===== config.mk =====
export PLATFORM = sky130hd
export DESIGN_NAME = iq_symbol_pair_former
export DESIGN_NICKNAME = d
export VERILOG_FILES = /design/src/rtl/iq_symbol_pair_former.sv
export SDC_FILE = /design/constraint.sdc
export NUM_CORES = 1
export LEC_CHECK = 0
export CORE_ASPECT_RATIO = 1.1
export CORE_MARGIN = 8
export CORE_UTILIZATION = 40
export DETAILED_ROUTE_END_ITERATION = 8
export HOLD_SLACK_MARGIN = 0.1
export PLACE_DENSITY = 0.68
export SLEW_MARGIN = 20
export SYNTH_ARGS = -nofsm -noshare
export SYNTH_HDL_FRONTEND = slang
export SYNTH_SLANG_ARGS = --single-unit

===== constraint.sdc =====
create_clock -name s00_axis_aclk -period 2.79 [get_ports s00_axis_aclk]
set_input_delay 0.279 -clock s00_axis_aclk [delete_from_list [all_inputs] [get_ports s00_axis_aclk]]
set_output_delay 0.279 -clock s00_axis_aclk [all_outputs]
set_load 0.02 [all_outputs]

===== src/rtl/iq_symbol_pair_former.sv =====
// Decimates a complex sample stream to one sample per symbol and emits each
// consecutive symbol pair {previous, current} through a 2-entry output FIFO.
module iq_symbol_pair_former #(
  parameter int C_S00_AXIS_TDATA_WIDTH = 32,
  parameter int C_M00_AXIS_TDATA_WIDTH = 64,
  parameter int SAMPLES_PER_SYMBOL     = 8,
  parameter int SAMPLE_OFFSET          = 3
) (
  input  logic                                  s00_axis_aclk,
  input  logic                                  s00_axis_aresetn,
  input  logic                                  s00_axis_tvalid,
  input  logic                                  s00_axis_tlast,
  input  logic [C_S00_AXIS_TDATA_WIDTH-1:0]     s00_axis_tdata,
  input  logic [(C_S00_AXIS_TDATA_WIDTH/8)-1:0] s00_axis_tstrb,
  output logic                                  s00_axis_tready,
  input  logic                                  m00_axis_tready,
  output logic                                  m00_axis_tvalid,
  output logic                                  m00_axis_tlast,
  output logic [C_M00_AXIS_TDATA_WIDTH-1:0]     m00_axis_tdata,
  output logic [(C_M00_AXIS_TDATA_WIDTH/8)-1:0] m00_axis_tstrb,
  output logic                                  frame_trunc,
  output logic [15:0]                           pair_count
);

  localparam int CNT_W = (SAMPLES_PER_SYMBOL > 2) ? $clog2(SAMPLES_PER_SYMBOL) : 1;
  localparam int ENT_W = C_M00_AXIS_TDATA_WIDTH + 1;
  localparam logic [CNT_W-1:0] L_OFFSET = CNT_W'(SAMPLE_OFFSET);
  localparam logic [CNT_W-1:0] L_LAST   = CNT_W'(SAMPLES_PER_SYMBOL - 1);

  logic                              r_rstn_q;
  logic [CNT_W-1:0]                  r_sps_cnt;
  logic                              r_have_prev;
  logic [C_S00_AXIS_TDATA_WIDTH-1:0] r_prev;
  logic                              r_frame_trunc;
  logic [15:0]                       r_pair_count;
  logic                              r_wr_ptr;
  logic                              r_rd_ptr;
  logic [1:0]                        r_count;

  logic             w_s_tready;
  logic             w_accept;
  logic             w_sym_beat;
  logic             w_push;
  logic             w_pop;
  logic             w_valid;
  logic [ENT_W-1:0] w_new_entry;
  logic [ENT_W-1:0] w_head;
  logic [ENT_W-1:0] w_entry [2];
  logic             w_unused_tstrb;

  assign w_unused_tstrb = ^s00_axis_tstrb;

  // Input readiness depends only on registered state, never on m00_axis_tready.
  assign w_s_tready  = r_rstn_q && (r_count != 2'd2);
  assign w_accept    = s00_axis_tvalid && w_s_tready;
  assign w_sym_beat  = (r_sps_cnt == L_OFFSET);
  assign w_push      = w_accept && w_sym_beat && r_have_prev;
  assign w_valid     = (r_count != 2'd0);
  assign w_pop       = w_valid && m00_axis_tready;
  assign w_new_entry = {r_prev, s00_axis_tdata, s00_axis_tlast};

  always_ff @(posedge s00_axis_aclk) begin
    r_rstn_q <= s00_axis_aresetn;
  end

  always_ff @(posedge s00_axis_aclk) begin
    if (!s00_axis_aresetn) begin
      r_sps_cnt     <= '0;
      r_have_prev   <= 1'b0;
      r_prev        <= '0;
      r_frame_trunc <= 1'b0;
      r_pair_count  <= '0;
    end else begin
      r_frame_trunc <= w_accept && s00_axis_tlast && !w_sym_beat;
      if (w_accept) begin
        // A frame end restarts symbol timing so no pair spans two frames.
        if (s00_axis_tlast) begin
          r_sps_cnt   <= '0;
          r_have_prev <= 1'b0;
        end else begin
          r_sps_cnt <= (r_sps_cnt == L_LAST) ? '0 : r_sps_cnt + 1'b1;
          if (w_sym_beat) begin
            r_have_prev <= 1'b1;
          end
        end
        if (w_sym_beat) begin
          r_prev <= s00_axis_tdata;
        end
      end
      if (w_push) begin
        r_pair_count <= r_pair_count + 16'd1;
      end
    end
  end

  always_ff @(posedge s00_axis_aclk) begin
    if (!s00_axis_aresetn) begin
      r_wr_ptr <= 1'b0;
      r_rd_ptr <= 1'b0;
      r_count  <= 2'd0;
    end else begin
      if (w_push) begin
        r_wr_ptr <= ~r_wr_ptr;
      end
      if (w_pop) begin
        r_rd_ptr <= ~r_rd_ptr;
      end
      case ({w_push, w_pop})
        2'b10:   r_count <= r_count + 2'd1;
        2'b01:   r_count <= r_count - 2'd1;
        default: r_count <= r_count;
      endcase
    end
  end

  for (genvar gi = 0; gi < 2; gi++) begin : g_entry
    logic [ENT_W-1:0] r_entry;

    always_ff @(posedge s00_axis_aclk) begin
      if (!s00_axis_aresetn) begin
        r_entry <= '0;
      end else if (w_push && (r_wr_ptr == 1'(gi))) begin
        r_entry <= w_new_entry;
      end
    end

    assign w_entry[gi] = r_entry;
  end

  assign w_head = w_entry[r_rd_ptr];

  assign s00_axis_tready = w_s_tready;
  assign m00_axis_tvalid = w_valid;
  assign m00_axis_tdata  = w_valid ? w_head[ENT_W-1:1] : '0;
  assign m00_axis_tlast  = w_valid && w_head[0];
  assign m00_axis_tstrb  = w_valid ? '1 : '0;
  assign frame_trunc     = r_frame_trunc;
  assign pair_count      = r_pair_count;

endmodule

==> results of run 1 <==
## registers in the layout, summed over array words and instances, names as in the netlist
register,flops
frame_trunc,1
g_entry.r_entry,130
pair_count,16
r_count,2
r_have_prev,1
r_prev,32
r_rd_ptr,1
r_rstn_q,1
r_sps_cnt,3
r_wr_ptr,1
## power groups by stage
stage	logic [µW]	clock network [µW]	registers (µW)
floorplan	45.7	0	2750
global placement	143	0	2750
detailed placement	142	0	2750
CTS	142	2480	2680
global route	152	2590	2680
finish	141	2420	2680
## logic make-up (layout without fill, tap and decap cells)
kind of cell             after synthesis  in the layout  synth area share
AO/OA/AOI/OAI                        192            192             0.127
multiplexers                          67             67            0.0863
adder cells (fa/ha/maj)                5              5           0.00805
flip-flops                           188            188             0.484
AND/OR/NAND/NOR                      454            454             0.238
buffers and inverters                 89            186            0.0514
XOR/XNOR                               5              5           0.00564
## final timing paths
kind	startpoint	to	slack, ns	cells past startpoint
worst max register to register	r_sps_cnt[0]	r_count[1]	0.49	8
worst min-delay path	g_entry[1].r_entry[36]	g_entry[1].r_entry[36]	0.45	2
worst max-delay path	r_rd_ptr	m00_axis_tdata[12]	0.35	4
worst min register to register	g_entry[1].r_entry[36]	g_entry[1].r_entry[36]	0.45	2
## worst max-delay path, stage by stage (launching register included)
cell and delay, ns:
dfxtp_4 0.45, buf_12 0.27, mux2i_1 0.12, nor2_1 0.22, clkdlybuf4s50_1 0.66
## placed cells by master (no fill, tap or decap), drive strengths merged
master         count
or3                6
and2               5
xor2               2
nand4              7
and3               1
o31ai              7
and4               2
nand2            339
dfxtp            188
xnor2              3
clkbuf            23
nand3              6
o211a              1
nand4b             1
or2                1
clkdlybuf4s50    128
buf               19
nor2b              1
inv               10
nand2b             3
clkinv             2
o21ai              5
clkinvlp           2
a21oi            179
ha                 5
nor3               2
nor2              69
nor4               3
mux2i             67
or4                8
bufinv             2
## per-layer routing
layer  wire length, µm  global-route usage
met1              9170               0.200
met2              9550               0.281
met3              1170              0.0498
met4               201              0.0459
met5                13                   0
## through the flow
step                cells  hold WS [ns]  power [µW]  area [µm²]  utilization
finish               1344         0.453        5250        9840        0.515
global route         1344         0.457        5420        9840        0.515
CTS                  1344         0.440        5310        9840        0.515
detailed placement   1313         0.446        2890        9260        0.485
global placement     1313         0.441        2890        9260        0.485
floorplan            1000         0.307        2790        7770            -
## cell type report
| type | instances | share of cell area |
|---|---|---|
| Tap cell | 247 | 0.0314 |
| Sequential cell | 188 | 0.383 |
| Multi-Input combinational cell | 723 | 0.369 |
| Clock buffer | 23 | 0.0486 |
| Timing Repair Buffer | 147 | 0.154 |
| Clock inverter | 8 | 0.0111 |
| Inverter | 8 | 0.00356 |
==> flow_metrics.tcl, run 1 <==
set metrics [dict create \
    synthArstFlopShare 0 \
    core_region_area_um2 19100 \
    grt_use_total 0.166 \
    critPathRequiredTime_ns 2.51 \
    grt_pass1_wl_mm 32.7 \
    ys.flop_type "dfxtp_1" \
    synth.avg_cell_area_um2 7.77 \
    vias 6794 \
    ant_nets 0 \
    vias_per_cell 5.06 \
    pwr-share-comb 0.027 \
    seqPwrFrac 0.511 \
    hold_violations 0 \
    synth_top_cell_area_share 0.484 \
    synth_warnings 0 \
    core.rowCount 53 \
    htreeDepth 4 \
    critical_path_arrival_ns 2.16 \
    setup_ws_ns 0.354 \
    synthDistinctLibCells 33 \
    synth.top_cells.by_area "dfxtp_1 48%, nand2_1 16%, a21oi_1 12%, mux2i_1 8.6%, nor2_1 3.3%" \
    slew_viol_final 0 \
    multiInputGateArea_um2 3630 \
    tightest_slew_ns 0.801 \
    register_area_um2 3770 \
    dp_slack_ns 0.484 \
    path_class "reg -> out" \
    routabilityCongestion 0.728 \
    ys_ff_latch 188 \
    syn-num-nets 1046 \
    syn_area_um2 7770 \
    finClkSkew_ns 0.0104 \
    drt_first_pass_iters 7 \
    p_sw_uw 1110 \
    cts_tree "built" \
    vdd_drop_max_mv 0.410 \
    numCtsBuffers 17 \
    switching_share 0.211 \
    drive_above_1_share 0.0538 \
    cp-end-kind "primary output" \
    cts_setup_buffers 0 \
    routed_wl_mm 20.1 \
    ctsResizeCount 0 \
    clock-sinks 188 \
    hold_buffers 0 \
    yosys.area.top_type "dfxtp_1" \
    grt_pass1_vias 6508 \
    clk_latency_ns 0.43 \
    die_w_um 149 \
    synth_common_cells "339 x nand2_1, 188 x dfxtp_1, 179 x a21oi_1, 69 x nor2_1, 67 x mux2i_1" \
    status "complete, no violations" \
    p_leak_uw 0.00294 \
    startpoint_type "flop" \
    clkPwrFrac 0.462 \
    grt_max_degree 69 \
    die-area_um2 24100 \
    drt_iter0_drc 471 \
    antenna-diode-count 0 \
    post_drt_wl_per_cell_um 15.0 \
    clockBufferDepth 2 \
    fin_crit_sh 0.873 \
    clkTransAtPathRegs_ns 0.07 \
    antenna_found_initial 1 \
    nets 1131 \
    finalSetupTns_ns 0 \
    rsz0062_at_grt "false" \
    max_cap_violations 0 \
    drc 0 \
    portBuffers 128 \
    power_density_nw_per_um2 533 \
    fillers 1915 \
    slew_headroom 0.466 \
    cp_max_fo 29 \
    area_growth_pct 26.7 \
    min_period_ns 2.44 \
    dp_hpwl_mm 12.6 \
    gr-total-overflow 0 \
    cts-root-buf "clkbuf_16" \
    finalSetupViolCount 0 \
    synth_cells 1000 \
    die_y_um 162 \
    max_freq_mhz 411 \
    synth_edf_count 0 \
    io_pins 133 \
    synth.most_common_cell "nand2_1" \
    ys_seq_area_frac 0.484 \
    power.internal_uw 4140 \
    hold_path.class "reg -> reg" \
    start_util 0.407 \
]
Note: power is estimated with default switching activity, not from simulation.
==> run 2, diff against run 1 <==
- TNS_END_PERCENT: default -> 20
- clock period: 2.79 -> 2.3 ns (I/O delays scaled with it)
==> run 2 against run 1 <==
First-iteration DRC count rose by 3.0%. Core utilization rose by 1.2 points. Worst setup slack got worse by 0.26 ns. Register-to-register slack got worse by 0.31 ns. Worst hold slack got worse by 0.040 ns. Clock skew rose by 0.0015 ns. Final cell count rose by 0.67%. Wire length rose by 1.4%. Sequential share of layout area fell by 0.83 points. Critical path depth did not move. Sequential power rose by 21%. Power rose by 21%. Critical endpoint is now m00_axis_tdata[29]. Largest cell class unchanged.
==> flow_metrics.tcl, run 2 (synthesis gave the netlist of run 1 again) <==
set metrics [dict create \
    grt_max_degree 66 \
    start_util 0.407 \
    critPathMaxStageDelay_ns 0.55 \
    io_pins 133 \
    finClkSkew_ns 0.0119 \
    vdd_drop_max_mv 0.488 \
    p_leak_uw 0.00349 \
    antenna_found_initial 1 \
    drc 0 \
    die-area_um2 24100 \
    hold_buffers 0 \
    grt_use_total 0.168 \
    die_y_um 162 \
    hold_path.class "in -> reg" \
    crit_family "buffers and inverters" \
    largest_reg_flops 130 \
    critical_path_arrival_ns 1.97 \
    core.rowCount 53 \
    most-common-layout-cells "339 x nand2_1, 186 x dfxtp_1, 179 x a21oi_1" \
    finalSetupViolCount 0 \
    fin_crit_sh 0.958 \
    drt_first_pass_iters 5 \
    post-route-cell-area_um2 10100 \
    clkTransAtPathRegs_ns 0.07 \
    path_cells "bufbuf_16 -> mux2i_1 -> nor2_1 -> clkdlybuf4s50_1" \
    seqPwrFrac 0.511 \
    slew_headroom 0.725 \
    placed_cell_area_um2 9360 \
    grt_util_met3 0.0376 \
    pwr-share-comb 0.028 \
    fillers 1876 \
    dp_hpwl_mm 12.6 \
    status "complete, no violations" \
    final_common_cell "nand2_1" \
    max_freq_mhz 454 \
    min_period_ns 2.20 \
    nets 1139 \
    gr-total-overflow 0 \
    routabilityCongestion 0.752 \
    drive_above_1_share 0.0651 \
    multiInputGateArea_um2 3630 \
    grt_pass1_wl_mm 33.4 \
    routed_wl_mm 20.4 \
    slowest_stage "clkdlybuf4s50_1" \
    rsz0062_at_grt "false" \
    vias_per_cell 5.09 \
    worst_hold_slack_ns 0.413 \
    power_density_nw_per_um2 633 \
    numCtsBuffers 17 \
    tightest_slew_ns 0.413 \
    portBuffers 128 \
    register_area_um2 3770 \
    core_region_area_um2 19100 \
    clockBufferDepth 2 \
    hold_violations 0 \
    grt_pass1_vias 6644 \
    max_cap_violations 0 \
    busiest_layer "met2" \
    vias 6893 \
    ff2ff_setup_slack_ns 0.18 \
    post_drt_wl_per_cell_um 15.1 \
    met1_usage 0.203 \
    worst-path-buf-inv 2 \
    antenna-diode-count 0 \
    critPathRequiredTime_ns 2.07 \
    top_register "g_entry.r_entry" \
    cts-root-buf "clkbuf_16" \
    area_growth_pct 29.5 \
    ant_nets 0 \
    cp_max_fo 16 \
    clkPwrFrac 0.461 \
    switching_share 0.230 \
    met2_usage 0.287 \
    cp-end-kind "primary output" \
    cts_tree "built" \
    die_w_um 149 \
    slew_viol_final 0 \
    htreeDepth 4 \
    path_class "reg -> out" \
    finalSetupTns_ns 0 \
    clock-sinks 188 \
    startpoint_type "flop" \
    clk_latency_ns 0.43 \
    drt_iter0_drc 485 \
    power.internal_uw 4900 \
    p_sw_uw 1470 \
]
-- run 2: what timing repair did --
item                                    4_1_cts  5_1_grt
endpoints found under the setup margin       47       37
buffers inserted                              1        0
cloned                                        1        0
gates resized for setup                       4       26
hold endpoints to repair                      0        0
pin swaps                                     0        0
-- run 2: layout make-up --
| cell class | count | share of cell area |
|---|---|---|
| sequential | 188 | 0.374 |
| multi-input combinational | 723 | 0.361 |
| timing repair buffer | 155 | 0.171 |
| clock buffer | 18 | 0.0436 |
| tap | 247 | 0.0307 |
| clock inverter | 14 | 0.0152 |
| inverter | 8 | 0.00348 |
-- run 2: power groups by stage --
stage / registers (µW) / clock network, µW / logic, µW
2_1_floorplan: 3330 / 0 / 55.5
3_3_place_gp: 3330 / 0 / 178
3_5_place_dp: 3330 / 0 / 176
4_1_cts: 3250 / 3000 / 177
5_1_grt: 3250 / 3140 / 190
6_report: 3250 / 2940 / 177
-- run 2: tightest hold or removal path: cells and delay by family --
kind	cells	cell delay (ns)
buffers and inverters	1	0.44
AO/OA/AOI/OAI	1	0.05
AND/OR/NAND/NOR	1	0.07
-- run 2: final timing paths --
check / startpoint / to / cells after the start
min reg2reg: g_entry[1].r_entry[14] / g_entry[1].r_entry[14] / 2
max: r_rd_ptr / m00_axis_tdata[29] / 4
max reg2reg: r_sps_cnt[0] / r_count[1] / 8
min: s00_axis_tdata[0] / g_entry[0].r_entry[1] / 3
-- run 2: per-stage QoR --
| step | total power, µW | cells | setup WS, ns | util |
|---|---|---|---|---|
| finish | 6370 | 1353 | 0.0977 | 0.527 |
| global route | 6580 | 1353 | 0.00382 | 0.527 |
| CTS | 6430 | 1353 | 0.0179 | 0.524 |
| detailed placement | 3510 | 1319 | 0.198 | 0.490 |
| global placement | 3510 | 1319 | 0.242 | 0.490 |
| floorplan | 3390 | 1000 | 0.252 | - |
-- run 2: metal layers --
| layer | part of all wire | wire [µm] | vias up |
|---|---|---|---|
| met5 | 0.00064 | 13 | - |
| li1 | - | - | 3468 |
| met1 | 0.45 | 9120 | 3217 |
| met3 | 0.050 | 1020 | 28 |
| met4 | 0.016 | 333 | 2 |
| met2 | 0.49 | 9920 | 178 |
==> run 3, diff against run 2 <==
- CORE_MARGIN: 8 -> default
- PLACE_DENSITY: 0.68 -> 0.65
==> run 3 against run 2 <==
Final cell count about the same. Worst setup slack better by 0.013 ns. Die area down 17%. Clock skew down 0.0067 ns. Fmax up 0.59%. Worst hold slack better by 0.0018 ns. Core utilization down 0.26 points. Sequential share of layout area up 0.18 points. Critical path depth unchanged. First-iteration DRC count down 22%. Flip-flop and latch count unchanged. Highest routed layer is now met4. Critical path type unchanged. Non-clock buffer count unchanged.
==> flow_metrics.tcl, run 3 (synthesis gave the netlist of run 1 again) <==
set metrics [dict create \
    status "complete, no violations" \
    die-area_um2 20000 \
    ant_nets 0 \
    path_class "reg -> out" \
    crit_family "buffers and inverters" \
    dpl.cell_count 1321 \
    grt_pass1_vias 6285 \
    post_drt_wl_per_cell_um 14.4 \
    slew_viol_final 0 \
    routed_wl_mm 19.5 \
    dp_hpwl_mm 11.9 \
    grt_use_total 0.200 \
    power_density_nw_per_um2 657 \
    routabilityCongestion 0.764 \
    gr-total-overflow 0 \
    drive_above_1_share 0.0660 \
    critical_path.startpoint "r_rd_ptr" \
    min_period_ns 2.19 \
    critPathRequiredTime_ns 2.07 \
    drt_iter0_drc 379 \
    hold_violations 0 \
    max_cap_violations 0 \
    die_y_um 148 \
    fin_util 0.524 \
    stdcell_count 1354 \
    slowest_stage "clkdlybuf4s50_1" \
    start_util 0.407 \
    numCtsBuffers 17 \
    clk_latency_ns 0.43 \
    htreeDepth 4 \
    tightest_slew_ns 0.599 \
    grt_max_degree 47 \
    vdd_drop_max_mv 0.526 \
    dp_slack_ns 0.187 \
    drc 0 \
    slew_headroom 0.597 \
    final_common_cell "nand2_1" \
    fin_crit_sh 0.952 \
    worst-path-buf-inv 2 \
    portBuffers 128 \
    critical_path_arrival_ns 1.96 \
    hold_path.class "in -> reg" \
    setup_ws_ns 0.111 \
    clockBufferDepth 2 \
    clkTransAtPathRegs_ns 0.07 \
    r2r-start "r_sps_cnt[0]" \
    finalSetupViolCount 0 \
    startpoint_type "flop" \
    path_cells "buf_12 -> mux2i_2 -> nor2_1 -> clkdlybuf4s50_1" \
    p_total_uw 6580 \
    critPathMaxStageDelay_ns 0.54 \
    antenna_found_initial 1 \
    cp-end-kind "primary output" \
    vias_per_cell 5.02 \
    cts_setup_buffers 0 \
    grt_pass1_wl_mm 31.6 \
    cts-root-buf "clkbuf_16" \
    vias 6793 \
    finClkSkew_ns 0.00519 \
    top_register "g_entry.r_entry" \
    die_w_um 135 \
    p_leak_uw 0.00323 \
    io_pins 133 \
    max_freq_mhz 457 \
    cp_max_fo 34 \
    area_growth_pct 28.9 \
    largest_reg_flops 130 \
    cts_tree "built" \
    rsz0062_at_grt "true" \
    nets 1139 \
    min_from "s00_axis_tdata[29]" \
    clock-sinks 188 \
    core_region_area_um2 19100 \
    drt_first_pass_iters 5 \
    core.rowCount 53 \
    most-common-layout-cells "339 x nand2_1, 186 x dfxtp_1, 179 x a21oi_1" \
]
-- run 3: power by group --
| group | leakage (µW) | switching, µW | internal [µW] |
|---|---|---|---|
| logic | 0.00142 | 97.2 | 76.9 |
| clock network | 0.000295 | 1310 | 1840 |
| registers | 0.00152 | 1.54 | 3250 |
| total | 0.00323 | 1410 | 5170 |
-- run 3: worst reg2reg max path: cells and delay by family (launching register included) --
kind	cells	cell delay, ns
buffers and inverters	1	0.05
adders and majority gates	3	0.81
and+or+nand+nor	3	0.74
DFF	1	0.35
AOI/OAI and AO/OA	1	0.13
-- run 3: final cells by class --
class	instances	area [µm²]
flip-flops and latches	188	3770
fillers	1876	9080
multi-input cells	723	3640
clock buffers	17	425
well taps	247	309
diodes	1	2.50
clock inverters	15	209
inverters	8	35.0
repair buffers	155	1630
-- run 3: metrics by stage --
stage          TNS [ns]  cell area (µm²)  hold slack [ns]
6_report              0            10000            0.415
5_1_grt        -0.00420            10000            0.419
4_1_cts               0             9970            0.398
3_5_place_dp          0             9340            0.446
3_3_place_gp          0             9340            0.441
2_1_floorplan         0             7770            0.258
-- run 3: final timing paths --
check / slack (ns) / endpoint / depth (start not counted)
min reg2reg: 0.45 / g_entry[0].r_entry[39] / 2
max: 0.11 / m00_axis_tdata[62] / 4
max reg2reg: 0.15 / r_count[1] / 8
min: 0.41 / r_prev[29] / 3
-- run 3: what timing repair did --
action	CTS	global route
hold buffers	0	0
pin swaps	0	0
setup endpoints to repair	15	20
resized for setup	3	14
-- run 3: layer usage --
metal,share of wire,up-vias,routed length (µm),GRT usage
met5,0,-,0,0
met4,0.015,0,295,0.0669
met3,0.047,21,911,0.0385
met2,0.48,150,9460,0.339
met1,0.45,3165,8880,0.253
li1,-,3457,-,-
